File: src/rtl/hw_sw_comm_pkg.sv
`default_nettype none
// ============================================================================
// Module   : hw_sw_comm_pkg
// Purpose  : Shared FSM state type and handshake encodings for the HW->SW
//            message channel.
// Revision : 1.0
// ============================================================================
package hw_sw_comm_pkg;

    typedef enum logic [1:0] {
        IDLE    = 2'd0,
        POST    = 2'd1,
        RELEASE = 2'd2,
        DONE    = 2'd3
    } state_e;

    localparam logic [1:0] SIG_IDLE = 2'd0;
    localparam logic [1:0] SIG_ACK  = 2'd1;
    localparam logic [1:0] SIG_MSG  = 2'd2;

endpackage
`default_nettype wire

File: src/rtl/hw_sw_msg_arbiter_rr_arbiter.sv
`default_nettype none
// ============================================================================
// Module   : rr_arbiter
// Purpose  : Combinational round-robin pick; the search starts at ptr and
//            wraps from N_REQ-1 back to 0.
// Revision : 1.0
// ============================================================================
module rr_arbiter #(
    parameter int unsigned N_REQ = 4
) (
    input  logic [N_REQ-1:0]         req,
    input  logic [$clog2(N_REQ)-1:0] ptr,
    output logic [N_REQ-1:0]         grant,
    output logic [$clog2(N_REQ)-1:0] grant_idx
);

    localparam int unsigned IDX_W = $clog2(N_REQ);

    logic             found;
    logic [IDX_W:0]   sum;
    logic [IDX_W-1:0] cand;

    always_comb begin
        found     = 1'b0;
        sum       = '0;
        cand      = '0;
        grant     = '0;
        grant_idx = '0;
        for (int unsigned k = 0; k < N_REQ; k++) begin
            // Extra bit keeps ptr+k from overflowing before the modulo wrap.
            sum = {1'b0, ptr} + (IDX_W+1)'(k);
            if (sum >= (IDX_W+1)'(N_REQ)) begin
                sum = sum - (IDX_W+1)'(N_REQ);
            end
            cand = sum[IDX_W-1:0];
            if (!found && req[cand]) begin
                found     = 1'b1;
                grant_idx = cand;
            end
        end
        if (found) begin
            grant[grant_idx] = 1'b1;
        end
    end

endmodule
`default_nettype wire

File: src/rtl/hw_sw_msg_arbiter.sv
`default_nettype none
// ============================================================================
// Module   : hw_sw_msg_arbiter
// Purpose  : Round-robin sharing of the 2-bit HW->SW message handshake among
//            N_REQ hardware requesters. Optional CPU response timeout is
//            enabled by defining HWSW_ARB_TIMEOUT_EN.
// Revision : 1.0
// ============================================================================
module hw_sw_msg_arbiter
    import hw_sw_comm_pkg::*;
#(
    parameter int unsigned N_REQ       = 4,
    parameter int unsigned DATA_W      = 8,
    parameter int unsigned TIMEOUT_CYC = 1024
) (
    input  logic                      clk,
    input  logic                      reset_n,
    input  logic [N_REQ-1:0]          req,
    input  logic [N_REQ*DATA_W-1:0]   req_data,
    output logic [N_REQ-1:0]          req_ack,
    input  logic [1:0]                to_hw_sig,
    output logic [1:0]                to_sw_sig,
    output logic [DATA_W-1:0]         msg_data,
    output logic [$clog2(N_REQ)-1:0]  msg_src,
    output logic                      busy,
    output logic                      timeout_err
);

    localparam int unsigned IDX_W = $clog2(N_REQ);

    state_e           state_q, state_d;
    logic [IDX_W-1:0] ptr_q, ptr_d;
    logic [IDX_W-1:0] src_q, src_d;
    logic [DATA_W-1:0] data_q, data_d;

    logic [N_REQ-1:0]  grant;
    logic [IDX_W-1:0]  grant_idx;
    logic [DATA_W-1:0] win_data;
    logic [IDX_W-1:0]  src_next;
    logic              timeout_hit;

    rr_arbiter #(
        .N_REQ (N_REQ)
    ) u_rr_arbiter (
        .req       (req),
        .ptr       (ptr_q),
        .grant     (grant),
        .grant_idx (grant_idx)
    );

    always_comb begin
        win_data = '0;
        for (int unsigned i = 0; i < N_REQ; i++) begin
            if (grant_idx == IDX_W'(i)) begin
                win_data = req_data[i*DATA_W +: DATA_W];
            end
        end
    end

    assign src_next = (src_q == IDX_W'(N_REQ-1)) ? '0 : src_q + 1'b1;

    always_comb begin
        state_d = state_q;
        ptr_d   = ptr_q;
        src_d   = src_q;
        data_d  = data_q;
        case (state_q)
            IDLE: begin
                // A leftover CPU ack must not be mistaken for a response.
                if ((|grant) && (to_hw_sig == SIG_IDLE)) begin
                    state_d = POST;
                    src_d   = grant_idx;
                    data_d  = win_data;
                end
            end
            POST: begin
                if (timeout_hit) begin
                    state_d = IDLE;
                    ptr_d   = src_next;
                end else if (to_hw_sig == SIG_ACK) begin
                    state_d = RELEASE;
                end
            end
            RELEASE: begin
                if (timeout_hit) begin
                    state_d = IDLE;
                    ptr_d   = src_next;
                end else if (to_hw_sig == SIG_IDLE) begin
                    state_d = DONE;
                end
            end
            DONE: begin
                state_d = IDLE;
                ptr_d   = src_next;
            end
            default: state_d = IDLE;
        endcase
    end

    always_ff @(posedge clk or negedge reset_n) begin
        if (!reset_n) begin
            state_q <= IDLE;
            ptr_q   <= '0;
            src_q   <= '0;
            data_q  <= '0;
        end else begin
            state_q <= state_d;
            ptr_q   <= ptr_d;
            src_q   <= src_d;
            data_q  <= data_d;
        end
    end

`ifdef HWSW_ARB_TIMEOUT_EN
    localparam int unsigned CNT_W = (TIMEOUT_CYC > 1) ? $clog2(TIMEOUT_CYC) : 1;

    logic [CNT_W-1:0] cnt_q, cnt_d;
    logic             waiting;

    assign waiting     = (state_q == POST) || (state_q == RELEASE);
    assign timeout_hit = waiting && (cnt_q == CNT_W'(TIMEOUT_CYC-1));

    // Restarts from zero on every state entry so each CPU response gets a full window.
    always_comb begin
        cnt_d = '0;
        if (waiting && (state_d == state_q)) begin
            cnt_d = cnt_q + 1'b1;
        end
    end

    always_ff @(posedge clk or negedge reset_n) begin
        if (!reset_n) begin
            cnt_q <= '0;
        end else begin
            cnt_q <= cnt_d;
        end
    end

    assign timeout_err = timeout_hit;
`else
    assign timeout_hit = 1'b0;
    assign timeout_err = 1'b0;
`endif

    always_comb begin
        req_ack = '0;
        if (state_q == DONE) begin
            req_ack[src_q] = 1'b1;
        end
    end

    assign to_sw_sig = (state_q == POST) ? SIG_MSG : SIG_IDLE;
    assign busy      = (state_q != IDLE);
    assign msg_data  = data_q;
    assign msg_src   = src_q;

endmodule
`default_nettype wire

File: config.mk
export PLATFORM = sky130hd
export DESIGN_NAME = hw_sw_msg_arbiter
export DESIGN_NICKNAME = d
export VERILOG_FILES = /design/src/rtl/hw_sw_comm_pkg.sv /design/src/rtl/hw_sw_msg_arbiter_rr_arbiter.sv /design/src/rtl/hw_sw_msg_arbiter.sv
export SDC_FILE = /design/constraint.sdc
export NUM_CORES = 1
export LEC_CHECK = 0
export BUFFER_PORTS_ARGS = -buffer_cell sky130_fd_sc_hd__buf_2
export CAP_MARGIN = 10
export CORE_UTILIZATION = 40
export DETAILED_ROUTE_END_ITERATION = 7
export HOLD_SLACK_MARGIN = 0.06
export PLACE_DENSITY = 0.8
export SLEW_MARGIN = 0
export SYNTH_ARGS = -nofsm -noshare
export SYNTH_HDL_FRONTEND = slang
export SYNTH_HIERARCHICAL = 1
export SYNTH_SLANG_ARGS = --single-unit
File: constraint.sdc
create_clock -name clk -period 2.15 [get_ports clk]
set_input_delay 0.215 -clock clk [delete_from_list [all_inputs] [get_ports clk]]
set_output_delay 0.215 -clock clk [all_outputs]
set_load 0.01 [all_outputs]
==> results of run 1 <==
-- cell families (layout without fill, tap and decap cells) --
group,count (synthesis),in the layout,share of synthesized area (%)
mux,22,22,30.02
buf+inv,16,74,7.700
compound gates,21,21,12.95
flops,14,14,31.25
simple gates,16,16,8.817
fa+ha+maj,8,8,8.929
other cells,1,2,0.3345
-- layer usage --
metal,share of wire [%],vias up
met5,0,-
met4,2.0,0
met3,8.5,6
met2,52,56
met1,38,472
li1,-,473
-- repair_timing --
action	4_1_cts	5_1_grt
gates cloned	0	1
setup endpoints to repair	8	11
gates resized for setup	2	5
buffers inserted	0	4
pin swaps	0	1
hold buffers	1	0
endpoints found under the hold margin	14	0
-- worst max-delay path: cells and delay by family (launching register included) --
| kind | cells | cell delay [ps] |
|---|---|---|
| buffers and inverters | 1 | 220 |
| DFF | 1 | 440 |
| muxes | 3 | 970 |
| and+or+nand+nor | 1 | 80 |
| AOI/OAI and AO/OA | 1 | 270 |
-- per-stage QoR --
stage	area [µm²]	hold slack (ps)	setup slack [ps]
after global routing	1491	374.6	-36.98
after detailed placement	1403	123.7	-71.21
final	1491	340.5	53.19
after global placement	1403	121.7	31.05
after floorplan	1125	-80.59	94.79
after CTS	1440	354.2	15.97
-- sequential cells by signal, indices dropped and copies added (netlist names) --
signal    cells
state_q       2
msg_data      8
msg_src       2
ptr_q         2
-- power groups by stage --
| stage | Clock, mW | Combinational [mW] | Sequential [mW] |
|---|---|---|---|
| final | 0.144 | 1.05 | 0.527 |
| after global routing | 0.158 | 1.17 | 0.549 |
| after CTS | 0.145 | 0.959 | 0.525 |
| after detailed placement | 0 | 0.950 | 0.527 |
| after global placement | 0 | 0.910 | 0.517 |
| after floorplan | 0 | 0.657 | 0.537 |
-- cells in the final DEF, fill, tap and decap left out, drive strengths merged, types with 2 or more instances in the layout --
master,instances
o221a,2
buf,62
dfrtp,14
o21ai,4
and2,5
a21oi,6
mux4,8
nor2,5
mux2,13
inv,8
ha,8
nand2b,2
clkbuf,3
conb,2
-- cell type report --
class / count / area (µm²)
Multi-Input combinational cell: 69 / 708.2
Inverter: 8 / 30.03
Sequential cell: 14 / 351.6
Tap cell: 30 / 37.54
Timing Repair Buffer: 63 / 341.6
Fill cell: 233 / 1076
Clock buffer: 3 / 22.52
-- worst paths after layout --
check                        startpoint          end  slack, ps  depth (start not counted)
hold reg to reg             msg_data[7]  msg_data[7]        510                          1
setup reg to reg               ptr_q[1]  msg_data[0]         50                          6
min in group clk           to_hw_sig[1]   state_q[0]        350                          4
max in group asynchronous       reset_n     ptr_q[1]       1560                          2
setup / recovery               ptr_q[1]  msg_data[0]         50                          6
hold / removal                  reset_n  msg_data[3]        340                          2
==> metrics.yaml, run 1 <==
outcome: "finished, final reports clean"
die_h_um: 54.94
ir_worst_vdd_uv: 637.2
crit_chain: "mux2i_1 -> nor2_1 -> a311oi_2 -> buf_4 -> mux4_2 -> mux2_2"
synthTopCellsByCount: "14 x dfrtp_1, 13 x mux2_2, 8 x ha_1, 8 x inv_1, 8 x mux4_2"
worstPathArrival_ps: 2260
synth.area.top_cells: "dfrtp_1 31%, mux4_2 16%, mux2_2 13%, ha_1 8.9%, and2_1 2.8%"
grt.met3_usage_pct: 1.913
cts_sinks: 14
yosys_warnings: 6
p_sw_share_pct: 39.41
clockBufferDepth: 2
drt_wl_total_um: 2704
grt_pass1_wl_um: 3919
crit_path_end_kind: "register"
worst_path_max_delay_cell: "mux4_2"
slowest_delay_ps: 490
timing.fmax_mhz: 476.9
cellLeakagePower_nw: 0.7637
synth_cell_type_count: 32
gr-max-usage-layer: "met2"
row_count: 18
insertion_delay_ps: 280
pin_count: 58
ys_seq_area_share_pct: 31.25
syn-cell-area_um2: 1121
layout-drive-gt1-share_pct: 60.51
clock_power_share_pct: 8.4
maxSlewViolCount: 0
rsz0062_at_grt: "true"
avgSynthCellArea_um2: 11.44
p_switching_mw: 0.6766
drcViolationCount: 0
overflow: 0
wl_per_cell_um: 14.46
ctsHtreeMaxLevel: 1
synthArstFlopShare_pct: 100.0
port_buffers: 55
crit_type: "reg -> reg"
hpwlAfterDp_um: 1990
cp_max_fo: 9
num-nets-final: 207
synth-edff-count: 0
power_mw: 1.717
avgViaCountPerCell: 5.385
root_buffer: "clkbuf_4"
antenna_found_initial: 0
synth.most_common_cell: "dfrtp_1"
place.gp.congestion: 0.7978
p_per_area_nw_per_um2: 1151
fin_util_pct: 58.09
internal_power_mw: 1.040
drt-initial-drc-count: 3
initial_utilization_pct: 43.66
finalHoldViolations: 0
ys_ff_latch: 14
power_frac_comb_pct: 60.9
cp.required_ps: 2320
area_growth_pct: 33.04
yosysTopAreaCellShare_pct: 31.25
fin_skew_ps: 3.680
max-cap-violations: 0
dr.pass1.iters: 4
critPathLaunchType: "register"
dp_cells: 178
grt_max_degree: 15
sequentialPowerShare_pct: 30.7
fin_crit_sh_pct: 97.53
grt_pass1_vias: 949
die_area_um2: 3018
setup_viol: 0
grt_util_met1_pct: 24.34
synthCells: 98
synth_top_area_cell: "dfrtp_1"
clk_pin_slew_ps: 80
tns_ps: 0
globalRouteTotalUtil_pct: 18.51
dieWidth_um: 54.94
hold_class: "in -> async"
vias: 1007
synth_ff_type: "dfrtp_1"
ant_nets: 0
cts_tree: "yes"
diodes: 0
use_met2_pct: 31.12
period_minus_slack_ps: 2097
numCtsBuffers: 3
core_area_um2: 2567
fin_cells: 187
(Power assumes the default switching activity.)
==> run 2: changes to the inputs <==
--- a/config.mk
+++ b/config.mk
@@ -7,10 +7,10 @@
 export LEC_CHECK = 0
 export BUFFER_PORTS_ARGS = -buffer_cell sky130_fd_sc_hd__buf_2
 export CAP_MARGIN = 10
-export CORE_UTILIZATION = 40
+export CORE_UTILIZATION = 45
 export DETAILED_ROUTE_END_ITERATION = 7
 export HOLD_SLACK_MARGIN = 0.06
-export PLACE_DENSITY = 0.8
+export PLACE_DENSITY = 0.85
 export SLEW_MARGIN = 0
 export SYNTH_ARGS = -nofsm -noshare
 export SYNTH_HDL_FRONTEND = slang
==> constraint.sdc (replaced) <==
create_clock -name clk -period 2 [get_ports clk]
set_input_delay 0.2 -clock clk [delete_from_list [all_inputs] [get_ports clk]]
set_output_delay 0.2 -clock clk [all_outputs]
set_load 0.01 [all_outputs]
==> run 2 against run 1 <==
  * The run now ends with setup timing left
  * Non-clock buffer count shrank 1
  * Critical path type unchanged
  * Final area is 5.5% higher
  * Sequential share of layout area down 1.2 points
  * Cell count decreased by 0.53%
  * Register-to-register slack lost 180 ps
  * Clock power up 43%
  * Sequential power increased by 4.6%
  * Die area decreased by 11%
  * Fmax decreased by 1.4%
==> metrics.yaml, run 2 (same netlist as run 1, synthesis figures left out) <==
outcome: "finished with violations"
violations: "setup timing"
tns_ps: -1087  # -1087 ps
holdWs_ps: 321.2  # -19.30 ps
place_ws_ps: -235.1  # -163.9 ps
avgViaCountPerCell: 5.462  # +1.4%
die_h_um: 51.91  # -5.5%
ir_worst_vdd_uv: 886.3  # +39%
insertion_delay_ps: 290  # about the same
crit_chain: "buf_12 -> buf_4 -> a311oi_4 -> buf_12 -> mux4_2 -> mux2_2"
worstSetupStartpoint: "ptr_q[1]"
drt_wl_total_um: 2844  # +5.2%
grt_max_degree: 15  # unchanged
numCtsBuffers: 3  # unchanged
slowest_delay_ps: 490  # about the same
period_minus_slack_ps: 2127  # +30.16 ps
max-cap-violations: 0  # unchanged
fin_skew_ps: 3.090  # -0.5892 ps
die_area_um2: 2695  # -11%
grt_pass1_wl_um: 4222  # +7.7%
overflow: 0  # unchanged
pin_count: 58  # unchanged
dieWidth_um: 51.91  # -5.5%
drt-initial-drc-count: 20  # +17
vias: 1016  # +0.89%
r2r_start: "ptr_q[1]"
setup_viol: 11  # +11
cellLeakagePower_nw: 0.7997  # +4.7%
ctsHtreeMaxLevel: 1  # unchanged
antenna_found_initial: 0  # unchanged
dr.pass1.iters: 4  # unchanged
hpwlAfterDp_um: 1955  # -1.8%
timing.fmax_mhz: 470.2  # -1.4%
area_growth_pct: 40.40
cts_tree: "yes"
final_cell_mix: "55 x buf_2, 13 x dfrtp_1, 11 x mux2_2"
finalHoldViolations: 0  # unchanged
hold_class: "in -> async"
crit_type: "reg -> reg"
crit_path_frequent_cell: "buf_12"
critPathLaunchType: "register"
worstPathArrival_ps: 2300  # +40 ps
largest_reg_flops: 8  # unchanged
globalRouteTotalUtil_pct: 21.79  # +3.3 points
row_count: 17  # -1
clk_pin_slew_ps: 80  # about the same
initial_utilization_pct: 49.26  # +5.6 points
cts_sinks: 14  # unchanged
fin_crit_sh_pct: 106.3  # +8.8 points
cp.required_ps: 2180  # -140 ps
wl_per_cell_um: 15.29  # +5.7%
ant_nets: 0  # unchanged
grt_pass1_vias: 945  # -0.42%
worst_path_max_delay_cell: "mux4_2"
finalWorstSetupSlack_ps: -127.0  # -180.2 ps
cp_max_fo: 9  # unchanged
crit_path_end_kind: "register"
place.gp.congestion: 0.7435  # -6.8%
num-nets-final: 207  # unchanged
diodes: 0  # unchanged
p_per_area_nw_per_um2: 1310  # +14%
power_mw: 2.062  # +20%
mostFrequentLayoutCell: "buf_2"
maxSlewViolCount: 0  # unchanged
n_fill_cell: 173  # -26%
fin_util_pct: 69.16  # +11 points
drcViolationCount: 0  # unchanged
port_buffers: 55  # unchanged
clockBufferDepth: 2  # unchanged
layout-drive-gt1-share_pct: 63.29  # +2.8 points
rsz0062_at_grt: "true"
root_buffer: "clkbuf_4"
core_area_um2: 2276  # -11%
-- run 2: final cells by class --
| class | instances | area [µm²] | area share, % |
|---|---|---|---|
| repair buffers | 62 | 359.1 | 22.81 |
| clock buffers | 4 | 36.28 | 2.305 |
| multi-input cells | 70 | 762.0 | 48.41 |
| inverters | 8 | 30.03 | 1.908 |
| flip-flops and latches | 14 | 351.6 | 22.34 |
| well taps | 28 | 35.03 | 2.226 |
-- run 2: metal layers --
metal	part of all wire (%)	wire (µm)	vias up	GRT usage, %
met4	1.4	41	0	8.108
met5	0	0	-	0
met1	39	1109	478	25.76
li1	-	-	478	-
met3	7.7	219	4	3.801
met2	52	1474	56	38.89
-- run 2: what timing repair did --
item	4_1_cts	5_1_grt
hold buffers	1	0
pin swaps	10	6
endpoints found under the setup margin	11	11
gates cloned	1	0
setup buffers	2	1
hold endpoints to repair	14	0
resized for setup	12	3
-- run 2: worst max-delay path: cells and delay by family, from the launching register on --
kind            cells  cell delay [ps]
compound gates      1              340
mux                 2              770
flops               1              440
buf+inv             3              460
-- run 2: where the power goes --
group	internal, mW	switching [mW]
Combinational	0.711	0.594
Sequential	0.430	0.121
Clock	0.111	0.0951
-- run 2: path summary, 6_finish.rpt --
check	depth (start not counted)	slack, ps	endpoint
max in group asynchronous	2	1410	ptr_q[1]
min reg2reg	1	510	msg_data[5]
min	2	320	msg_data[6]
max	6	-130	msg_data[6]
max reg2reg	6	-130	msg_data[6]
min in group clk	3	350	msg_data[0]
-- run 2: stage by stage --
stage | std cells | cell area, µm²
floorplan | 99 | 1125
global placement | 178 | 1428
detailed placement | 178 | 1428
CTS | 185 | 1538
global route | 186 | 1574
finish | 186 | 1574
==> run 3: changes to the inputs <==
--- a/config.mk
+++ b/config.mk
@@ -7,12 +7,11 @@
 export LEC_CHECK = 0
 export BUFFER_PORTS_ARGS = -buffer_cell sky130_fd_sc_hd__buf_2
 export CAP_MARGIN = 10
-export CORE_UTILIZATION = 45
+export CORE_UTILIZATION = 44
 export DETAILED_ROUTE_END_ITERATION = 7
 export HOLD_SLACK_MARGIN = 0.06
-export PLACE_DENSITY = 0.85
+export PLACE_DENSITY = 0.84
 export SLEW_MARGIN = 0
 export SYNTH_ARGS = -nofsm -noshare
 export SYNTH_HDL_FRONTEND = slang
-export SYNTH_HIERARCHICAL = 1
 export SYNTH_SLANG_ARGS = --single-unit
==> run 3 against run 2 <==
  * The run now ends clean
  * Combinational power decreased by 20%
  * Die area shrank 3.0%
  * Wire length down 11%
  * Clock power decreased by 4%
  * First-iteration DRC count fell by 5.0%
  * Clock skew down 2.0 ps
  * Area after synthesis down 5.2%
  * Fmax grew 9.9%
  * Cell count rose by 2.7%
  * Setup slack improved by 190 ps
==> metrics.yaml, run 3 <==
dp_cells: 184  # +3.4%
synthCells: 103  # +5.1%
crit_type: "reg -> reg"
numCtsBuffers: 3  # unchanged
hold_class: "in -> reg"
port_buffers: 55  # unchanged
fin_cells: 191  # +2.7%
ys_ff_latch: 14  # unchanged
synth.area.top_cells: "dfrtp_1 33%, mux2i_1 16%, o221ai_2 11%, ha_1 9.4%, nand2_1 4.9%"
core_area_um2: 2233  # -1.9%
die_area_um2: 2615  # -3.0%
drcViolationCount: 0  # unchanged
grt_max_degree: 18  # +3
cts_sinks: 14  # unchanged
grt_pass1_wl_um: 3967  # -6.0%
row_count: 17  # unchanged
dr.pass1.iters: 4  # unchanged
max-cap-violations: 0  # unchanged
setup_viol: 0  # -11
drt_wl_total_um: 2538  # -11%
antenna_found_initial: 0  # unchanged
hpwlAfterDp_um: 2044  # +4.6%
yosysTopAreaCellShare_pct: 32.98  # +1.7 points
diodes: 0  # unchanged
synthArstFlopShare_pct: 100.0  # unchanged
path_buf_inv: 3  # unchanged
cp.required_ps: 2190  # about the same
clockBufferDepth: 2  # unchanged
final_cell_area_um2: 1451  # -7.8%
timing.fmax_mhz: 516.9  # +9.9%
layout-drive-gt1-share_pct: 49.69  # -14 points
avgViaCountPerCell: 5.304  # -2.9%
crit_chain: "inv_2 -> ha_4 -> inv_2 -> or4_4 -> or2_0 -> buf_4 -> o221ai_2"
yosys_warnings: 0  # -6
root_buffer: "clkbuf_4"
num-nets-final: 212  # +2.4%
mostFrequentLayoutCell: "buf_2"
worstMarginPinSlew_ps: 576.9
vias: 1013  # -0.30%
critPathLaunchType: "register"
synth-edff-count: 0  # unchanged
wl_per_cell_um: 13.29  # -13%
fin_util_pct: 64.99  # -4.2 points
die_h_um: 51.14  # -1.5%
cts_tree: "yes"
n_fill_cell: 182  # +5.2%
place.gp.congestion: 0.8309  # +12%
synthTopCellsByCount: "17 x mux2i_1, 14 x dfrtp_1, 14 x nand2_1, 8 x ha_1, 8 x o221ai_2"
maxSlewHeadroom_pct: 61.19
cellLeakagePower_nw: 0.7905  # -1.1%
ir_worst_vdd_uv: 781.4  # -12%
fin_crit_sh_pct: 96.73  # -9.6 points
final_cell_mix: "55 x buf_2, 17 x mux2i_1, 14 x nand2_1, 14 x dfrtp_1, 8 x o221ai_2"
grt_pass1_vias: 951  # +0.63%
avgSynthCellArea_um2: 10.31  # -9.8%
clk_pin_slew_ps: 80  # about the same
synth.most_common_cell: "mux2i_1"
dpl_cell_area_um2: 1375  # -3.7%
synth_ff_type: "dfrtp_1"
drt-initial-drc-count: 19  # -5.0%
overflow: 0  # unchanged
crit_path_end_kind: "register"
dieWidth_um: 51.14  # -1.5%
synth_cell_type_count: 30  # -6.3%
cp_max_fo: 9  # unchanged
synth_top_area_cell: "dfrtp_1"
outcome: "finished, final reports clean"
pin_count: 58  # unchanged
globalRouteTotalUtil_pct: 20.24  # -1.5 points
p_per_area_nw_per_um2: 1209  # -7.8%
area_growth_pct: 36.63
ys_seq_area_share_pct: 32.98  # +1.7 points
crit_path_frequent_cell: "inv_2"
largest_reg_flops: 8  # unchanged
rsz0062_at_grt: "false"
insertion_delay_ps: 270  # -20 ps
fin_skew_ps: 1.127  # -1.963 ps
worst_path_max_delay_cell: "or4_4"
finalHoldViolations: 0  # unchanged
slowest_delay_ps: 530  # +40 ps
ant_nets: 0  # unchanged
initial_utilization_pct: 47.56  # -1.7 points
maxSlewViolCount: 0  # unchanged
cp_top_family: "simple AND/OR/NAND/NOR gates"
ctsHtreeMaxLevel: 1  # unchanged
period_minus_slack_ps: 1935  # -192.5 ps
worstPathArrival_ps: 2120  # -180 ps
syn-cell-area_um2: 1062  # -5.2%
## run 3: timing repair
action | in CTS | in global routing
hold endpoints to repair | 14 | 0
setup endpoints to repair | 4 | 8
hold buffers | 1 | 0
resized for setup | 1 | 3
buffers inserted | 0 | 2
## run 3: final timing paths
path | start | endpoint | slack, ps | depth (start not counted)
max reg2reg | state_q[0] | msg_data[3] | 70 | 7
min | to_hw_sig[0] | state_q[0] | 190 | 2
min reg2reg | msg_data[5] | msg_data[5] | 500 | 2
max | state_q[0] | msg_data[3] | 70 | 7
min in group asynchronous | reset_n | msg_data[5] | 350 | 2
max in group asynchronous | reset_n | state_q[0] | 1410 | 2
## run 3: layout make-up
class,instances,area [µm²],area share (%)
well taps,28,35.03,2.414
clock buffers,4,36.28,2.500
inverters,6,22.52,1.552
repair buffers,62,342.8,23.62
multi-input cells,77,664.4,45.78
flip-flops and latches,14,350.3,24.14
## run 3: per-stage QoR
step           power (mW)  setup slack [ps]  hold WS (ps)  setup TNS, ps
6_report            1.754             65.50         192.2              0
5_1_grt             1.894             2.577         198.7              0
4_1_cts             1.715             3.740         180.5              0
3_5_place_dp        1.508            -2.506         109.2         -2.506
3_3_place_gp        1.434             122.1         102.5              0
2_1_floorplan       1.162             53.41        -95.59              0
## run 3: cell families after synthesis
group / count (synthesis) / synth area share (%)
AOI/OAI and AO/OA: 23 / 20.85
adders and majority gates: 8 / 9.423
buffers and inverters: 13 / 6.831
DFF: 14 / 32.98
muxes: 19 / 18.14
other: 1 / 0.3530
and+or+nand+nor: 25 / 11.43
## run 3: routing by layer
| layer | wire length (µm) | up-vias | GRT usage, % |
|---|---|---|---|
| met1 | 945 | 485 | 22.76 |
| li1 | - | 492 | - |
| met5 | 0 | - | 0 |
| met4 | 59 | 0 | 8.796 |
| met3 | 73 | 6 | 2.083 |
| met2 | 1459 | 30 | 37.94 |
## run 3: report_power, final
part	leakage (nW)	switching (mW)	internal, mW
Sequential	0.175	0.107	0.414
Clock	0.0210	0.0869	0.110
Combinational	0.594	0.532	0.504
